`src/rtl/hsv_fader_pkg.sv`:
```
// hsv_fader shared types: channel roles, FSM states, sector role table.
// Optional brightness scaling is enabled with HSV_FADER_BRIGHTNESS_EN.
package hsv_fader_pkg;

  typedef enum logic [1:0] {
    INCREMENTING,
    DECREMENTING,
    HIGH_HOLD,
    LOW_HOLD
  } role_e;

  typedef enum logic {
    RUN,
    STOPPED
  } state_e;

  typedef struct packed {
    role_e r;
    role_e g;
    role_e b;
  } roles_t;

  function automatic roles_t sector_roles(input logic [2:0] s);
    roles_t t;
    case (s)
      3'd0: t = '{HIGH_HOLD, INCREMENTING, LOW_HOLD};
      3'd1: t = '{DECREMENTING, HIGH_HOLD, LOW_HOLD};
      3'd2: t = '{LOW_HOLD, HIGH_HOLD, INCREMENTING};
      3'd3: t = '{LOW_HOLD, DECREMENTING, HIGH_HOLD};
      3'd4: t = '{INCREMENTING, LOW_HOLD, HIGH_HOLD};
      3'd5: t = '{HIGH_HOLD, LOW_HOLD, DECREMENTING};
      default: t = '{LOW_HOLD, LOW_HOLD, LOW_HOLD};
    endcase
    return t;
  endfunction

endpackage

```
`src/rtl/hsv_fader_if.sv`:
```
// hsv_fader control/status bundle.
// brightness exists only with HSV_FADER_BRIGHTNESS_EN.
interface hsv_fader_if;
  logic       en;
  logic       dir;
  logic       mode;
  logic       start;
  logic [2:0] sector;
  logic       done;
`ifdef HSV_FADER_BRIGHTNESS_EN
  logic [7:0] brightness;

  modport master (
    output en, dir, mode, start, brightness,
    input  sector, done
  );
  modport slave (
    input  en, dir, mode, start, brightness,
    output sector, done
  );
`else
  modport master (
    output en, dir, mode, start,
    input  sector, done
  );
  modport slave (
    input  en, dir, mode, start,
    output sector, done
  );
`endif
endinterface

```
`src/rtl/hsv_fader_pwm_channel.sv`:
```
// One PWM channel: free-running counter, duty latched per period.
// HSV_FADER_BRIGHTNESS_EN adds brightness scaling of the latched duty.
module hsv_pwm_channel #(
  parameter  int PWM_INTERVAL = 1200,
  localparam int DW = $clog2(PWM_INTERVAL + 1)
) (
  input  logic          clk,
  input  logic          rst,
  input  logic [DW-1:0] duty,
`ifdef HSV_FADER_BRIGHTNESS_EN
  input  logic [7:0]    brightness,
`endif
  output logic          pwm_out
);

  localparam logic [DW-1:0] LAST = DW'(PWM_INTERVAL - 1);

  logic [DW-1:0] cnt_q, cnt_d;
  logic [DW-1:0] duty_q, duty_d;
  logic [DW-1:0] scaled;

`ifdef HSV_FADER_BRIGHTNESS_EN
  logic [DW+8:0] prod;
  // brightness+1 keeps 255 exact: duty*256>>8
  assign prod   = (DW+9)'(duty) * (DW+9)'({1'b0, brightness} + 9'd1);
  assign scaled = DW'(prod >> 8);
`else
  assign scaled = duty;
`endif

  always_comb begin
    cnt_d  = (cnt_q == LAST) ? '0 : cnt_q + DW'(1);
    duty_d = (cnt_q == LAST) ? scaled : duty_q;
  end

  always_ff @(posedge clk) begin
    if (rst) begin
      cnt_q  <= '0;
      duty_q <= '0;
    end else begin
      cnt_q  <= cnt_d;
      duty_q <= duty_d;
    end
  end

  assign pwm_out = (cnt_q < duty_q);

endmodule

```
`src/rtl/hsv_fader.sv`:
```
// HSV colour-wheel fader for a common-anode RGB LED.
// Define HSV_FADER_BRIGHTNESS_EN for the global brightness input.
module hsv_fader
  import hsv_fader_pkg::*;
#(
  parameter int PWM_INTERVAL = 1200,
  parameter int DUTY_STEP    = 12,
  parameter int STEP_CYCLES  = 24000
) (
  input  logic         clk,
  input  logic         rst,
  hsv_fader_if.slave   io,
  output logic         RGB_R,
  output logic         RGB_G,
  output logic         RGB_B
);

  localparam int DW = $clog2(PWM_INTERVAL + 1);
  localparam int SW = $clog2(STEP_CYCLES + 1);
  localparam logic [DW-1:0] PI_W = DW'(PWM_INTERVAL);
  localparam logic [DW-1:0] RMAX = DW'(PWM_INTERVAL - DUTY_STEP);
  localparam logic [DW-1:0] STEP = DW'(DUTY_STEP);
  localparam logic [SW-1:0] STEP_LAST = SW'(STEP_CYCLES - 1);

  state_e        state_q, state_d;
  logic [2:0]    sector_q, sector_d;
  logic [DW-1:0] ramp_q, ramp_d;
  logic [SW-1:0] step_cnt_q, step_cnt_d;
  logic          done_q, done_d;

  always_comb begin
    state_d    = state_q;
    sector_d   = sector_q;
    ramp_d     = ramp_q;
    step_cnt_d = step_cnt_q;
    done_d     = 1'b0;
    if (state_q == STOPPED) begin
      if (io.start || !io.mode) state_d = RUN;
    end else if (io.en) begin
      if (step_cnt_q != STEP_LAST) begin
        step_cnt_d = step_cnt_q + SW'(1);
      end else begin
        step_cnt_d = '0;
        if (!io.dir) begin
          if (ramp_q == RMAX) begin
            ramp_d   = '0;
            sector_d = (sector_q == 3'd5) ? 3'd0 : sector_q + 3'd1;
          end else begin
            ramp_d = ramp_q + STEP;
          end
        end else begin
          if (ramp_q == '0) begin
            ramp_d   = RMAX;
            sector_d = (sector_q == 3'd0) ? 3'd5 : sector_q - 3'd1;
          end else begin
            ramp_d = ramp_q - STEP;
          end
        end
        // one-shot ends on arrival at the wheel origin
        if (io.mode && sector_d == 3'd0 && ramp_d == '0) begin
          state_d = STOPPED;
          done_d  = 1'b1;
        end
      end
    end
  end

  always_ff @(posedge clk) begin
    if (rst) begin
      state_q    <= RUN;
      sector_q   <= '0;
      ramp_q     <= '0;
      step_cnt_q <= '0;
      done_q     <= 1'b0;
    end else begin
      state_q    <= state_d;
      sector_q   <= sector_d;
      ramp_q     <= ramp_d;
      step_cnt_q <= step_cnt_d;
      done_q     <= done_d;
    end
  end

  assign io.sector = sector_q;
  assign io.done   = done_q;

  function automatic logic [DW-1:0] role_duty(
    input role_e r, input logic [DW-1:0] ramp
  );
    case (r)
      INCREMENTING: return ramp;
      DECREMENTING: return PI_W - ramp;
      HIGH_HOLD:    return PI_W;
      default:      return '0;
    endcase
  endfunction

  roles_t        roles;
  logic [DW-1:0] duty_r, duty_g, duty_b;
  logic          pwm_r, pwm_g, pwm_b;

  assign roles  = sector_roles(sector_q);
  assign duty_r = role_duty(roles.r, ramp_q);
  assign duty_g = role_duty(roles.g, ramp_q);
  assign duty_b = role_duty(roles.b, ramp_q);

  hsv_pwm_channel #(.PWM_INTERVAL(PWM_INTERVAL)) u_ch_r (
    .clk(clk), .rst(rst), .duty(duty_r),
`ifdef HSV_FADER_BRIGHTNESS_EN
    .brightness(io.brightness),
`endif
    .pwm_out(pwm_r)
  );

  hsv_pwm_channel #(.PWM_INTERVAL(PWM_INTERVAL)) u_ch_g (
    .clk(clk), .rst(rst), .duty(duty_g),
`ifdef HSV_FADER_BRIGHTNESS_EN
    .brightness(io.brightness),
`endif
    .pwm_out(pwm_g)
  );

  hsv_pwm_channel #(.PWM_INTERVAL(PWM_INTERVAL)) u_ch_b (
    .clk(clk), .rst(rst), .duty(duty_b),
`ifdef HSV_FADER_BRIGHTNESS_EN
    .brightness(io.brightness),
`endif
    .pwm_out(pwm_b)
  );

  assign RGB_R = ~pwm_r;
  assign RGB_G = ~pwm_g;
  assign RGB_B = ~pwm_b;

endmodule

```
`src/flat_wrapper.sv`:
```
// flat-port wrapper written by rule: the top's interface ports become plain ports
module hsv_fader_flat import hsv_fader_pkg::*;
#(
  parameter int PWM_INTERVAL = 1200,
  parameter int DUTY_STEP    = 12,
  parameter int STEP_CYCLES  = 24000
)
  (clk, rst, RGB_R, RGB_G, RGB_B, io_en, io_dir, io_mode, io_start, io_sector, io_done);
  hsv_fader_if io_i ();
  input  logic clk;
  input  logic rst;
  output logic RGB_R;
  output logic RGB_G;
  output logic RGB_B;
  input wire logic [$bits(io_i.en)-1:0] io_en;
  input wire logic [$bits(io_i.dir)-1:0] io_dir;
  input wire logic [$bits(io_i.mode)-1:0] io_mode;
  input wire logic [$bits(io_i.start)-1:0] io_start;
  output wire logic [$bits(io_i.sector)-1:0] io_sector;
  output wire logic [$bits(io_i.done)-1:0] io_done;
  assign io_i.en = io_en;
  assign io_i.dir = io_dir;
  assign io_i.mode = io_mode;
  assign io_i.start = io_start;
  assign io_sector = io_i.sector;
  assign io_done = io_i.done;
  hsv_fader #(.PWM_INTERVAL(PWM_INTERVAL), .DUTY_STEP(DUTY_STEP), .STEP_CYCLES(STEP_CYCLES)) u_core (.clk(clk), .rst(rst), .io(io_i), .RGB_R(RGB_R), .RGB_G(RGB_G), .RGB_B(RGB_B));
endmodule
```
`config.mk`:
```
export PLATFORM = sky130hd
export DESIGN_NAME = hsv_fader_flat
export DESIGN_NICKNAME = d
export VERILOG_FILES = /design/src/rtl/hsv_fader_pkg.sv /design/src/rtl/hsv_fader_if.sv /design/src/rtl/hsv_fader_pwm_channel.sv /design/src/rtl/hsv_fader.sv /design/src/flat_wrapper.sv
export SDC_FILE = /design/constraint.sdc
export NUM_CORES = 1
export LEC_CHECK = 0
export ABC_AREA = 1
export BUFFER_PORTS_ARGS = -buffer_cell sky130_fd_sc_hd__buf_2
export CELL_PAD_IN_SITES_DETAIL_PLACEMENT = 1
export CELL_PAD_IN_SITES_GLOBAL_PLACEMENT = 2
export CORE_MARGIN = 3
export CORE_UTILIZATION = 36
export DETAILED_ROUTE_END_ITERATION = 7
export MAX_ROUTING_LAYER = met4
export PLACE_DENSITY = 0.82
export SLEW_MARGIN = 20
export SYNTH_ARGS = -nofsm -noshare
export SYNTH_HDL_FRONTEND = slang
export SYNTH_SLANG_ARGS = --single-unit
```
`constraint.sdc`:
```
create_clock -name clk -period 2.5 [get_ports clk]
set_input_delay 0.375 -clock clk [delete_from_list [all_inputs] [get_ports clk]]
set_output_delay 0.375 -clock clk [all_outputs]
set_load 0.02 [all_outputs]
```
Word-level counts from Yosys, hierarchy flattened
Cells that the tools add are included.
Widths: inputs -> output; s select.
{"block": "totals", "ff_bits": 97, "out_inout_bits": 7}
{"block": "classes", "n_eq_ne": 16, "n_bitwise": 5, "addsub": 9, "mux": 24, "reduce_logical": 17, "n_lt_le_gt_ge": 3}
{"op": "$pmux 11 s3", "n": 3}
{"op": "$mux 11", "n": 6}
{"op": "$eq 11x11->1 const B", "n": 4}
{"op": "$pmux 6 s6", "n": 1}
{"op": "$add 11x1->11 const B", "n": 3}
{"op": "$lt 11x11->1", "n": 3}
{"op": "$mux 3", "n": 8}
{"op": "$logic_not 11->1", "n": 2}
{"op": "$add 15x1->15 const B", "n": 1}
{"op": "$mux 15", "n": 1}
{"op": "$ne 15x15->1 const B", "n": 1}
{"op": "$add 11x4->11 const B", "n": 1}
{"op": "$sub 11x11->11 const A", "n": 1}
{"op": "$sub 11x4->11 const B", "n": 1}
{"op": "$reduce_or 2->1", "n": 4}
{"op": "$eq 2x1->1 const B", "n": 3}
{"op": "$eq 2x2->1 const B", "n": 3}
{"op": "$eq 3x2->1 const B", "n": 2}
{"op": "$eq 3x3->1 const B", "n": 2}
{"op": "$logic_not 2->1", "n": 3}
{"op": "$logic_not 3->1", "n": 2}
{"op": "$mux 1", "n": 5}
{"op": "$not 1->1", "n": 5}
{"op": "$add 3x1->3 const B", "n": 1}
{"op": "other kinds (7)", "n": 8}

Logic depth before layout (Yosys ltp)
{"block": "depth", "depth_word": 14, "depth_mapped": 14, "depth_no_buf": 13}

By module
A second synthesis with hierarchy kept.
{"block": "hier_totals", "hier_cells": 1027, "area_unflattened_um2": 6618.8}
{"mod": "hsv_pwm_channel", "seq_area_each_um2": 440.4, "cells_per_inst": 195, "instances": 3, "area_each_um2": 1307.5}
{"mod": "hsv_fader", "seq_area_each_um2": 620.6, "cells_per_inst": 442, "instances": 1, "area_each_um2": 2696.3}

Worst setup path after synthesis
OpenSTA, ideal clock, no wires.
{"block": "synth_path", "kind": "flip-flop to flip-flop", "start": "reg u_core.sector_q[0] (netlist: u_core.io.sector[0])", "end": "reg u_core.u_ch_g.duty_q[10]", "arrival_time_ns": 1.819, "setup_time_ns": 0.069, "slack_ns": 0.612, "path_buffers": 1, "path_stages_with_launch": 13, "synth_period_minus_slack_ns": 1.888, "cell_sequence": "dfxtp_1 > buf_2 > nand2_1 > inv_1 > ha_1 > inv_1 > o21ai_0 > nand2_1 > nor2_2 > inv_1 > o211ai_1 > nand2_1 > o21ai_1"}
{"block": "synth_via", "elab_chain_cells": 4, "word_cells_on_any_way": 11, "classes_between": "eq/ne: 7; mux: 2; reduce/logical: 2"}
{"item": "start, declared", "line": "hsv_fader.sv:26", "rtl": "logic [2:0] sector_q, sector_d;"}
{"item": "start signal, assigned", "line": "hsv_fader.sv:77", "rtl": "sector_q <= sector_d;"}
{"item": "$eq 3x3->1 (tied with other cells)", "line": "hsv_fader_pkg.sv:25", "rtl": "case (s)"}
{"item": "$pmux 6 s6 *", "line": "hsv_fader_pkg.sv:25"}
{"item": "$eq 2x2->1 (tied with other cells)", "line": "hsv_fader.sv:90", "rtl": "case (r)"}
{"item": "$pmux 11 s3 *", "line": "hsv_fader.sv:90"}
{"item": "end signal, assigned", "line": "hsv_fader_pwm_channel.sv:42", "rtl": "duty_q <= duty_d;"}
{"item": "end, declared", "line": "hsv_fader_pwm_channel.sv:19", "rtl": "logic [DW-1:0] duty_q, duty_d;"}
Mark *: on every way between the ends. The rest lies on a longest branch, timed or not.
A chain may end at the register's enable or synchronous reset.

Final worst setup path
{"block": "layout_path", "start": "reg u_core.u_ch_r.duty_q[10]", "end": "out RGB_R"}
{"block": "layout_via", "elab_chain_cells": 2}
{"item": "start, declared", "line": "hsv_fader_pwm_channel.sv:19"}
{"item": "start signal, assigned", "line": "hsv_fader_pwm_channel.sv:42"}
{"item": "$lt 11x11->1", "line": "hsv_fader_pwm_channel.sv:46", "rtl": "assign pwm_out = (cnt_q < duty_q);"}
{"item": "$not 1->1", "line": "hsv_fader.sv:131", "rtl": "assign RGB_R = ~pwm_r;"}
{"item": "end, declared", "line": "flat_wrapper.sv:12", "rtl": "output logic RGB_R;"}
Every way passes these cells.

==> flow_results.org <==
** Layout
- Fraction of final layout cells sized beyond drive strength 1 :: 10.38%
- Compared with the post-synthesis result, the final layout area differs by 10.24%.
- The library cell used most frequently in the layout, excluding fill and tap cells, is sky130_fd_sc_hd__nand2_1.
- After the last flow step, the layout net total stands at 891.
- Commonest cells after routing, fill and taps aside :: 153 x sky130_fd_sc_hd__nand2_1, 111 x sky130_fd_sc_hd__inv_1, 96 x sky130_fd_sc_hd__dfxtp_1
- Multi-input gate area :: 0.003296 sq mm
- 0 antenna diodes ended up in the layout.
- Final Core Density :: 41.35%
- Register Area :: 0.001943 sq mm
- The layout has 2,023 filler cells.

** Route
- Routed wire length :: 17,370 microns
- Iteration-0 DRC Markers :: 233
- Residual antenna-violating net count after detailed routing :: 0
- Drt pass-1 iters :: 5
- DRC errors left :: 0
- Summing over every cut layer, the via total after detailed routing is 5,518.
- Routed wirelength normalized by instance count :: 16.40 microns
- Via density per instance :: 5.211

** Worst setup path
- The worst setup path is captured at a primary output.
- Data on the critical path is required at its endpoint by 2.12 ns.
- Crit-path cells :: inv_1 -> ha_1 -> nand4_1 -> a2111o_1 -> o2111ai_1 -> buf_2
- Data arrival at the endpoint of the critical path :: 1.93 ns
- Among cell families on the critical path, the largest total delay comes from compound AO/OA/AOI/OAI gates.
- CP Launch Type :: register
- Delay of the slowest cell on the worst path :: 0.38 ns
- The setup path with the least slack is of type register to primary output.
- Buffers & Inverters on Critical Path :: 2
- In this run the worst path has a maximum fanout of 3.
- Slowest-stage cell, CP :: sky130_fd_sc_hd__dfxtp_1

** Pwr
- Net switching fraction of the power :: 22.84%
- Of the total power, the clock network draws 45.8%.
- Per report_power, the sequential group accounts for 49.4% of the total.
- Pwr/cell area :: 496.1 mW/mm^2
- Worst vdd ir :: 0.3214 mV
- Switching pwr :: 0.0007281 W
- Logic pwr share :: 4.7%
- The internal portion of the total power is 0.002460 W.
- Leak pwr :: 2.682 nW

** STA
- Fin worst setup slack :: 0.1944 ns
- Largest clock skew in the final design :: 0.01226 ns
- Fmax achieved :: 0.4337 GHz
- The worst pin sits at a relative slew slack of 55.95%.
- Number of slew-limit violations in the final report :: 0
- Sum of negative setup slack :: 0 ns
- Setup repair after global routing missed its margin :: false
- At the pin with the least slew margin, the transition time is 0.6547 ns.
- In the finished design, the share of the clock period the worst path needs comes to 92.22%.
- Minimum clock period after layout :: 2.306 ns
- Setup violation total in the final timing report :: 0
- The count of endpoints failing hold in the final timing report was 0.

** Synthesis
- Share of the synthesized area in the top cell type :: 33.31%
- Synthesis handed over a netlist of 831 instances.
- Number of enable-type register cells in the synthesized netlist :: 0
- The synthesized design spends more area on one cell type than any other, namely sky130_fd_sc_hd__dfxtp_1.
- Sequential elements use 33.31% of the synthesized area.
- During synthesis, Yosys emitted a total of 0 warnings.
- After synthesis, the share of flip-flops with an asynchronous set or reset is 0%.
- Among all flip-flop cells after synthesis, the most frequent one is sky130_fd_sc_hd__dfxtp_1.
- The synthesized netlist contains 48 unique library cells.
- Each instance of the synthesized netlist takes up on average 7.015 sq um.
- The synthesized netlist occupies a cell area of 0.005829 sq mm.
- Net count after synthesis :: 877
- After synthesis the netlist holds a flip-flop and latch count of 97.
- Leading post-synthesis cells by cell area :: sky130_fd_sc_hd__dfxtp_1 33%, sky130_fd_sc_hd__nand2_1 9.9%, sky130_fd_sc_hd__ha_1 8.6%

** Die
- Core Rows :: 45
- Horizontal extent of the die :: 133.3 microns
- During I/O placement, the number of pins put on the boundary was 13.
- The floorplan step defined a die boundary enclosing 0.01776 sq mm.
- Die Ht :: 133.3 microns
- Initial Util :: 37.51%
- Standard cell core area :: 0.01554 sq mm

** Worst hold path
- The min-delay analysis places its worst path in the category primary input to register.

** Job
- Across the run, the number of max-cap violations was 0.

** CTS
- At the later pin of the worst-skew pair, clock insertion delay measures 0.36 ns.
- TritonCTS built the clock tree.
- H-tree depth reported by CTS :: 3
- Clock tree synthesis inserted a total of 9 buffers.
- Counting every sink on the clock net gives 97.
- After clock tree synthesis, the setup repair step added 0 buffers.
- Cts-stage hold buffer count :: 0
- Clock-pin slew was measured on the worst setup and hold paths at 0.07 ns.
- The clock passes through at most 2 buffers.
- Master cell of the clock root buffer :: sky130_fd_sc_hd__clkbuf_16

** GRT
- Entering global routing, the biggest net connects 22 pins.
- Congestion Overflow GR :: 0
- Vias in the first global route :: 5,741
- GRT Total Usage :: 20.73%
- Initial antenna violation count :: 0
- The first global-routing pass estimated 29,020 microns of wire.

** Place
- Detailed placement finished with a half-perimeter wire length of 13,720 microns.
- Count of input and output buffers :: 12
- Final GP Congestion :: 0.9140
- Prior to clock tree synthesis, the placed netlist has a worst setup slack of 0.2533 ns.

** Run status
- Outcome :: finished clean
[state kept, by name (all words and copies together), names as in the netlist]
| name | count |
|---|---|
| u_core.u_ch_b.cnt_q | 11 |
| u_core.u_ch_g.cnt_q | 11 |
| u_core.step_cnt_q | 15 |
| u_core.u_ch_r.duty_q | 11 |
| u_core.io.done | 1 |
| u_core.u_ch_r.cnt_q | 11 |
| u_core.io.sector | 3 |
| u_core.u_ch_b.duty_q | 11 |
| u_core.ramp_q | 11 |
| u_core.state_q | 1 |
| u_core.u_ch_g.duty_q | 11 |
[cells by family after synthesis]
| family | after synthesis | share of synthesized area (%) |
|---|---|---|
| adder cells (fa/ha/maj) | 40 | 8.586 |
| AO/OA/AOI/OAI | 168 | 17.00 |
| buffers and inverters | 149 | 10.15 |
| XOR/XNOR | 20 | 3.005 |
| flip-flops | 97 | 33.31 |
| AND/OR/NAND/NOR | 357 | 27.95 |
[power by group through the flow]
stage / Sequential, W / Clock, W / Combinational, W
after CTS: 0.00158 / 0.00152 / 0.000154
after floorplan: 0.00161 / 0 / 0.000105
after global placement: 0.00161 / 0 / 0.000146
after detailed placement: 0.00161 / 0 / 0.000153
after global routing: 0.00158 / 0.00156 / 0.000173
final: 0.00158 / 0.00146 / 0.000151
[worst min-delay path, stage by stage]
cell and delay [ns]:
sky130_fd_sc_hd__buf_2 0.07, sky130_fd_sc_hd__nor4_1 0.04, sky130_fd_sc_hd__o21bai_2 0.17
[synth_stat cells (7+ instances only)]
master,count
sky130_fd_sc_hd__nor2_1,80
sky130_fd_sc_hd__o21ai_1,12
sky130_fd_sc_hd__xor2_1,18
sky130_fd_sc_hd__buf_2,8
sky130_fd_sc_hd__o211ai_1,8
sky130_fd_sc_hd__dfxtp_1,97
sky130_fd_sc_hd__nor3_1,19
sky130_fd_sc_hd__inv_1,111
sky130_fd_sc_hd__o21ai_0,39
sky130_fd_sc_hd__o22ai_1,24
sky130_fd_sc_hd__nand2_1,153
sky130_fd_sc_hd__inv_2,17
sky130_fd_sc_hd__a221oi_1,7
sky130_fd_sc_hd__a21oi_1,55
sky130_fd_sc_hd__nor2_2,15
sky130_fd_sc_hd__ha_1,40
sky130_fd_sc_hd__nand4_1,11
sky130_fd_sc_hd__nand3_1,49
[final cells by class]
type	instances	area share, %
multi-input combinational	585	51.29
inverter	131	7.652
sequential	97	30.24
clock buffer	12	4.147
timing repair buffer	21	1.986
clock inverter	2	0.5841
tap	211	4.108
[metrics by stage]
step / cell area (sq um) / power (W) / hold slack, ns / std cells
4_1_cts: 6425 / 0.003247 / 0.3240 / 1059
5_1_grt: 6426 / 0.003309 / 0.3498 / 1059
2_1_floorplan: 5829 / 0.001712 / 0.4233 / 831
3_3_place_gp: 6121 / 0.001757 / 0.4423 / 1045
3_5_place_dp: 6121 / 0.001765 / 0.4517 / 1045
6_report: 6426 / 0.003188 / 0.3409 / 1059
[worst paths after layout]
kind	start	to	slack (ns)	cells past startpoint
worst max-delay path	u_core.u_ch_r.duty_q[10]	RGB_R	0.19	6
worst max register to register	u_core.io.sector[1]	u_core.u_ch_g.duty_q[8]	0.26	11
worst min-delay path	io_start	u_core.state_q	0.34	3
worst min register to register	u_core.u_ch_g.duty_q[9]	u_core.u_ch_g.duty_q[9]	0.46	2
[timing repair]
item,in CTS,in global routing
endpoints found under the setup margin,0,2
hold endpoints to repair,0,0
gates resized for setup,0,1
[metal layers]
layer / global-route usage [%] / share of wire, %
met5: - / 0
met4: 5.543 / 1.3
met3: 3.361 / 3.0
met2: 35.84 / 49
met1: 25.16 / 47
(Power assumes the default switching activity.)
